<file path="src/rtl/nn_output_argmax_reader.sv">
// nn_output_argmax_reader
//
// Reduces the output-layer activation vector of the feed-forward network to
// a classified digit. On an accepted start, all activations are captured
// into a snapshot. They are then scanned one class per clock through a
// single signed comparator. The winner is reported with a one-cycle done
// pulse.
//
// Ports
//   clk          system clock, rising edge
//   rst_n        asynchronous active-low reset
//   start        classification request, sampled only while ready = 1
//   act_flat     activations, class k at bits [k*DATA_W +: DATA_W]
//   ready        high while idle
//   done         one-cycle pulse; result outputs valid from this cycle on
//   class_idx    index of the maximum activation (lowest index on a tie)
//   class_score  value of the maximum activation
//   tie          another class holds the same maximum value
module nn_output_argmax_reader #(
    parameter int NUM_CLASSES = 10,
    parameter int DATA_W      = 32,
    parameter int IDX_W       = 4
) (
    input  logic                          clk,
    input  logic                          rst_n,
    input  logic                          start,
    input  logic [NUM_CLASSES*DATA_W-1:0] act_flat,
    output logic                          ready,
    output logic                          done,
    output logic [IDX_W-1:0]              class_idx,
    output logic signed [DATA_W-1:0]      class_score,
    output logic                          tie
);

    localparam logic [1:0] ST_IDLE = 2'd0;
    localparam logic [1:0] ST_SCAN = 2'd1;
    localparam logic [1:0] ST_DONE = 2'd2;

    localparam logic [IDX_W-1:0] LAST_IDX = IDX_W'(NUM_CLASSES - 1);

    logic [1:0]               state;
    logic [IDX_W-1:0]         ptr;
    logic signed [DATA_W-1:0] snap [NUM_CLASSES];
    logic signed [DATA_W-1:0] best_val;
    logic [IDX_W-1:0]         best_idx;
    logic                     best_tie;

    logic signed [DATA_W-1:0] cur_val;
    logic signed [DATA_W-1:0] nxt_val;
    logic [IDX_W-1:0]         nxt_idx;
    logic                     nxt_tie;

    assign ready = (state == ST_IDLE);

    // The first SCAN cycle (ptr = 0) seeds the running best from snap[0].
    // Every class therefore owns exactly one scan cycle, and done lands
    // NUM_CLASSES cycles after the start edge. Later cycles use one signed
    // compare. Equality only raises the tie flag, so the lowest index keeps
    // the win. A strictly larger value clears the flag.
    always_comb begin
        cur_val = snap[ptr];
        nxt_val = best_val;
        nxt_idx = best_idx;
        nxt_tie = best_tie;
        if (ptr == '0) begin
            nxt_val = cur_val;
            nxt_idx = '0;
            nxt_tie = 1'b0;
        end else if (cur_val > best_val) begin
            nxt_val = cur_val;
            nxt_idx = ptr;
            nxt_tie = 1'b0;
        end else if (cur_val == best_val) begin
            nxt_tie = 1'b1;
        end
    end

    always_ff @(posedge clk or negedge rst_n) begin
        if (!rst_n) begin
            state       <= ST_IDLE;
            ptr         <= '0;
            best_val    <= '0;
            best_idx    <= '0;
            best_tie    <= 1'b0;
            done        <= 1'b0;
            class_idx   <= '0;
            class_score <= '0;
            tie         <= 1'b0;
            for (int k = 0; k < NUM_CLASSES; k++) begin
                snap[k] <= '0;
            end
        end else begin
            case (state)
                ST_IDLE: begin
                    done <= 1'b0;
                    if (start) begin
                        // Snapshot isolates the result from later act_flat changes.
                        for (int k = 0; k < NUM_CLASSES; k++) begin
                            snap[k] <= act_flat[k*DATA_W +: DATA_W];
                        end
                        ptr   <= '0;
                        state <= ST_SCAN;
                    end
                end
                ST_SCAN: begin
                    best_val <= nxt_val;
                    best_idx <= nxt_idx;
                    best_tie <= nxt_tie;
                    if (ptr == LAST_IDX) begin
                        // The result is taken from the final compare directly,
                        // so it is already valid in the done cycle.
                        class_idx   <= nxt_idx;
                        class_score <= nxt_val;
                        tie         <= nxt_tie;
                        done        <= 1'b1;
                        ptr         <= '0;
                        state       <= ST_DONE;
                    end else begin
                        ptr <= ptr + IDX_W'(1);
                    end
                end
                ST_DONE: begin
                    done  <= 1'b0;
                    state <= ST_IDLE;
                end
                default: begin
                    done  <= 1'b0;
                    state <= ST_IDLE;
                end
            endcase
        end
    end

endmodule

</file>
<file path="config.mk">
export PLATFORM = sky130hd
export DESIGN_NAME = nn_output_argmax_reader
export DESIGN_NICKNAME = d
export VERILOG_FILES = /design/src/rtl/nn_output_argmax_reader.sv
export SDC_FILE = /design/constraint.sdc
export NUM_CORES = 1
export LEC_CHECK = 0
export ABC_AREA = 1
export CORE_MARGIN = 1
export CORE_UTILIZATION = 40
export CTS_CLUSTER_DIAMETER = 40
export DETAILED_ROUTE_END_ITERATION = 7
export GPL_TIMING_DRIVEN = 0
export MAX_ROUTING_LAYER = met4
export PLACE_DENSITY_LB_ADDON = 0.05
export SYNTH_ARGS = -nofsm -noshare
export SYNTH_HDL_FRONTEND = slang
export SYNTH_SLANG_ARGS = --single-unit
export TNS_END_PERCENT = 10
</file>
<file path="constraint.sdc">
create_clock -name clk -period 3.4 [get_ports clk]
set_input_delay 0.51 -clock clk [delete_from_list [all_inputs] [get_ports clk]]
set_output_delay 0.51 -clock clk [all_outputs]
set_load 0.02 [all_outputs]
</file>
==> results by group <==
Synth
  • Yosys cell types: 32
  • Synth Cell Area: 0.0193 sq mm
  • Synth area leaders: dfrtp_1 52%, nand2_1 26%, o21ai_0 3.4%
  • Syn Area/Cell: 7.54 sq um
  • Synth Flop Type: dfrtp_1
  • Total number of yosys warnings: 0
  • Syn Nets: 2922
  • Top-area cell type share of the netlist area: 51.9%
  • Post-synth EDFFs: 0
  • Cell taking the most area after synthesis: dfrtp_1
  • Number of synthesized register bits: 401
  • Post-synthesis sequential area ratio: 51.9%
  • Post-synthesis async set-or-reset flop share: 100%
  • Cells after Synth: 2564
  • Count leader, synth: nand2_1
  • Top cell types by occurrence after synthesis: 1364 x nand2_1, 401 x dfrtp_1, 142 x nor2_1

Clock network
  • CTS H-tree lvls: 3
  • CTS sink cnt: 401
  • Total CTS buffers: 68
  • Worst skew pair latency: 0.60 ns
  • Maximum clock path buffer count: 3
  • Root Buffer: clkbuf_16
  • CTS tree: yes
  • Reg clk slew, reported paths: 0.06 ns

Run
  • Max Cap Violations: 0

Hold path
  • Min-delay worst type: input port to asynchronous set/reset pin

Power and ir drop
  • Combinational Power Share: 57.8%
  • Clock power share: 18.8%
  • Leakage: 14.3 nW
  • Pint: 0.0206 W
  • PwrDens: 1270 mW/mm^2
  • Sw frac: 44.3%
  • Net Sw Power: 0.0164 W
  • Seq pwr share: 23.5%
  • Worst IR Drop VDD: 748 uV

GRT
  • First-pass GRT wire length: 113000 um
  • Largest net degree at the start of global routing: 104
  • GRT overflow: 0
  • Initial antenna violation count: 1
  • Vias in the first global route: 19.5k
  • Global-route usage over all layers: 31.6%

Timing
  • Final min period: 3.53 ns
  • Relative slew slack: 43.8%
  • Final hold viol count: 0
  • Worst clock skew: 0.0249 ns
  • Setup tns final: -5.00 ns
  • # setup viols final: 71
  • RSZ-0062 raised after global routing: yes
  • Final period utilization: 104%
  • Crit path setup slack, layout: -0.129 ns
  • Highest Clock Rate: 283 MHz
  • Slew Viols, Final: 0
  • Worst Tran Pin Value: 0.843 ns

Floorplan
  • Core Box Area: 0.0477 sq mm
  • Ports: 362
  • Die W: 222 um
  • Die Ht: 222 um
  • Total die area: 0.0492 sq mm
  • Initial Utilization: 40.5%
  • Rows: 80

Detailed routing
  • Wire length per cell: 20.3 um
  • DRC violations left: 0
  • Routed WL: 75400 um
  • First-pass DRT Iterations: 8
  • DRT iter0 DRCs: 1674
  • Vias per inst: 5.22
  • Vias: 19.4k
  • Antenna-violating nets left: 0

Setup path
  • Cell family with most CP delay: simple AND/OR/NAND/NOR gates
  • CP Capture Type: flop
  • Reg-to-Reg End: class_score[15]
  • R2R setup slack: -0.13 ns
  • Max incr delay on CP: 0.43 ns
  • Critical Path RT: 3.88 ns
  • Worst Path Max Fanout: 9
  • Critical path depth: 21
  • Most frequent CP cell: buf_12
  • CP Cell Sequence: buf_12 -> inv_16 -> buf_12 -> clkbuf_16 -> nor2_4 -> o22ai_2 -> nand2_1 -> and3_4 -> inv_1 -> ha_1 -> nand4_1 -> nor4_4 -> buf_4 -> nand4_1 -> buf_6 -> nand2_8 -> buf_12 -> buf_12 -> nand3_2 -> nand3_2 -> nand2_1
  • Critical path type: flop to flop
  • Critical path's slowest cell: dfrtp_2
  • RR Startpoint: ptr[1]
  • Worst Setup Start Kind: flop
  • Crit path buf inv count: 9
  • Worst Path Arrival: 4.01 ns
  • R2R depth: 21

Outcome
  • Failing checks: negative setup slack
  • Status: finished with violations

Layout
  • Area delta synth->final: 50.2%
  • Fin nets: 3397
  • Fin cells: 3710
  • Layout cells sized above 1: 18.5%

Placement
  • Gpl congestion: 0.956
  • Hpwl dp: 55800 um
  • Port Buffers: 361
  • Inst Count DP: 3544
registers in the layout, summed over array words and instances, names as in the netlist:
name and flops:
snap 320, best_val 32, class_score 32, best_idx 4, class_idx 4, ptr 4
state 2, best_tie 1, done 1, tie 1
metrics by stage:
stage | utilization, % | total power [W] | cell area [sq um] | setup WS, ns | hold slack [ns]
4_1_cts | 59.7 | 0.0350 | 28500 | -0.0763 | 0.415
3_5_place_dp | 49.9 | 0.0235 | 23800 | -1.17 | 0.460
2_1_floorplan | - | 0.0181 | 19300 | 0.391 | 0.214
3_3_place_gp | 49.7 | 0.0232 | 23700 | -16.18 | 0.456
5_1_grt | 60.9 | 0.0393 | 29100 | -0.216 | 0.436
6_report | 60.9 | 0.0370 | 29100 | -0.129 | 0.433
how the worst max path moves through the flow:
stage	endpoint	slack, ns	start
4_1_cts	class_score[19]	-0.08	ptr[0]
3_3_place_gp	snap[204]	-16.18	rst_n
5_1_grt	best_val[18]	-0.22	ptr[0]
2_1_floorplan	best_val[10]	0.39	ptr[1]
3_5_place_dp	class_score[13]	-1.17	ptr[1]
6_report	class_score[15]	-0.13	ptr[1]
layout make-up:
| class | count | area (sq um) |
|---|---|---|
| plain buffers | 153 | 1300 |
| inverters | 85 | 340 |
| diodes | 1 | 2.50 |
| multi-input cells | 1923 | 10000 |
| fillers | 4321 | 18700 |
| clock inverters | 39 | 435 |
| repair buffers | 407 | 4280 |
| clock buffers | 86 | 1880 |
| flip-flops and latches | 401 | 10000 |
| well taps | 615 | 769 |
power groups by stage:
stage               logic, W  clock network [W]  registers (W)
floorplan            0.00976                  0        0.00829
global placement      0.0148                  0        0.00843
detailed placement    0.0151                  0        0.00843
CTS                   0.0194            0.00702        0.00855
global route          0.0231            0.00723        0.00890
finish                0.0214            0.00694        0.00868
layer usage:
metal | vias up | routed length (um) | GRT usage [%]
met5 | - | 0 | -
met4 | 0 | 3510 | 15.0
met3 | 164 | 4650 | 4.86
met2 | 698 | 34900 | 48.3
met1 | 9472 | 32400 | 41.1
li1 | 9036 | - | -
repair_timing:
| action | in CTS | in global routing |
|---|---|---|
| buffers inserted | 24 | 3 |
| hold buffers | 1 | 0 |
| cloned | 11 | 3 |
| resized for setup | 517 | 161 |
| endpoints found under the hold margin | 50 | 0 |
| pin swaps | 88 | 39 |
| setup endpoints to repair | 74 | 74 |
cells in the final DEF, fill, tap and decap left out, drive strengths merged:
| cell type | Yosys | final |
|---|---|---|
| ha | 35 | 35 |
| nand4 | 8 | 8 |
| diode | 0 | 1 |
| a21o | 1 | 1 |
| o21ai | 134 | 134 |
| clkbuf | 126 | 213 |
| a221oi | 1 | 1 |
| clkinvlp | 0 | 9 |
| buf | 29 | 72 |
| clkdlybuf4s50 | 0 | 360 |
| bufinv | 0 | 6 |
| a21boi | 1 | 1 |
| a21oi | 15 | 15 |
| nand3 | 110 | 110 |
| and3 | 31 | 31 |
| o22ai | 66 | 66 |
| nor2 | 143 | 143 |
| nor3 | 1 | 1 |
| xor2 | 1 | 1 |
| clkinv | 1 | 16 |
| o21a | 2 | 2 |
| nor4 | 1 | 1 |
| dfrtp | 401 | 401 |
| nand2 | 1372 | 1372 |
| xnor2 | 1 | 1 |
| dlygate4sd3 | 0 | 1 |
| inv | 84 | 93 |
worst reg2reg max path, stage by stage, from the launching register on:
cell and delay (ns):
dfrtp_2 0.43, buf_12 0.18, inv_16 0.08, buf_12 0.15
clkbuf_16 0.17, nor2_4 0.09, o22ai_2 0.09, nand2_1 0.07
and3_4 0.22, inv_1 0.06, ha_1 0.28, nand4_1 0.16
nor4_4 0.31, buf_4 0.19, nand4_1 0.10, buf_6 0.16
nand2_8 0.09, buf_12 0.15, buf_12 0.14, nand3_2 0.08
nand3_2 0.14, nand2_1 0.07
cells by family (layout without fill, tap and decap cells):
family,count (synthesis),after routing,share of synthesized area [%]
and+or+nand+nor,1666,1666,34.5
DFF,401,401,51.9
buffers and inverters,240,770,5.09
AOI/OAI and AO/OA,220,220,6.23
adders and majority gates,35,35,2.26
xor gates and xnor gates,2,2,0.0906
other,0,1,0
(Power assumes the default switching activity.)
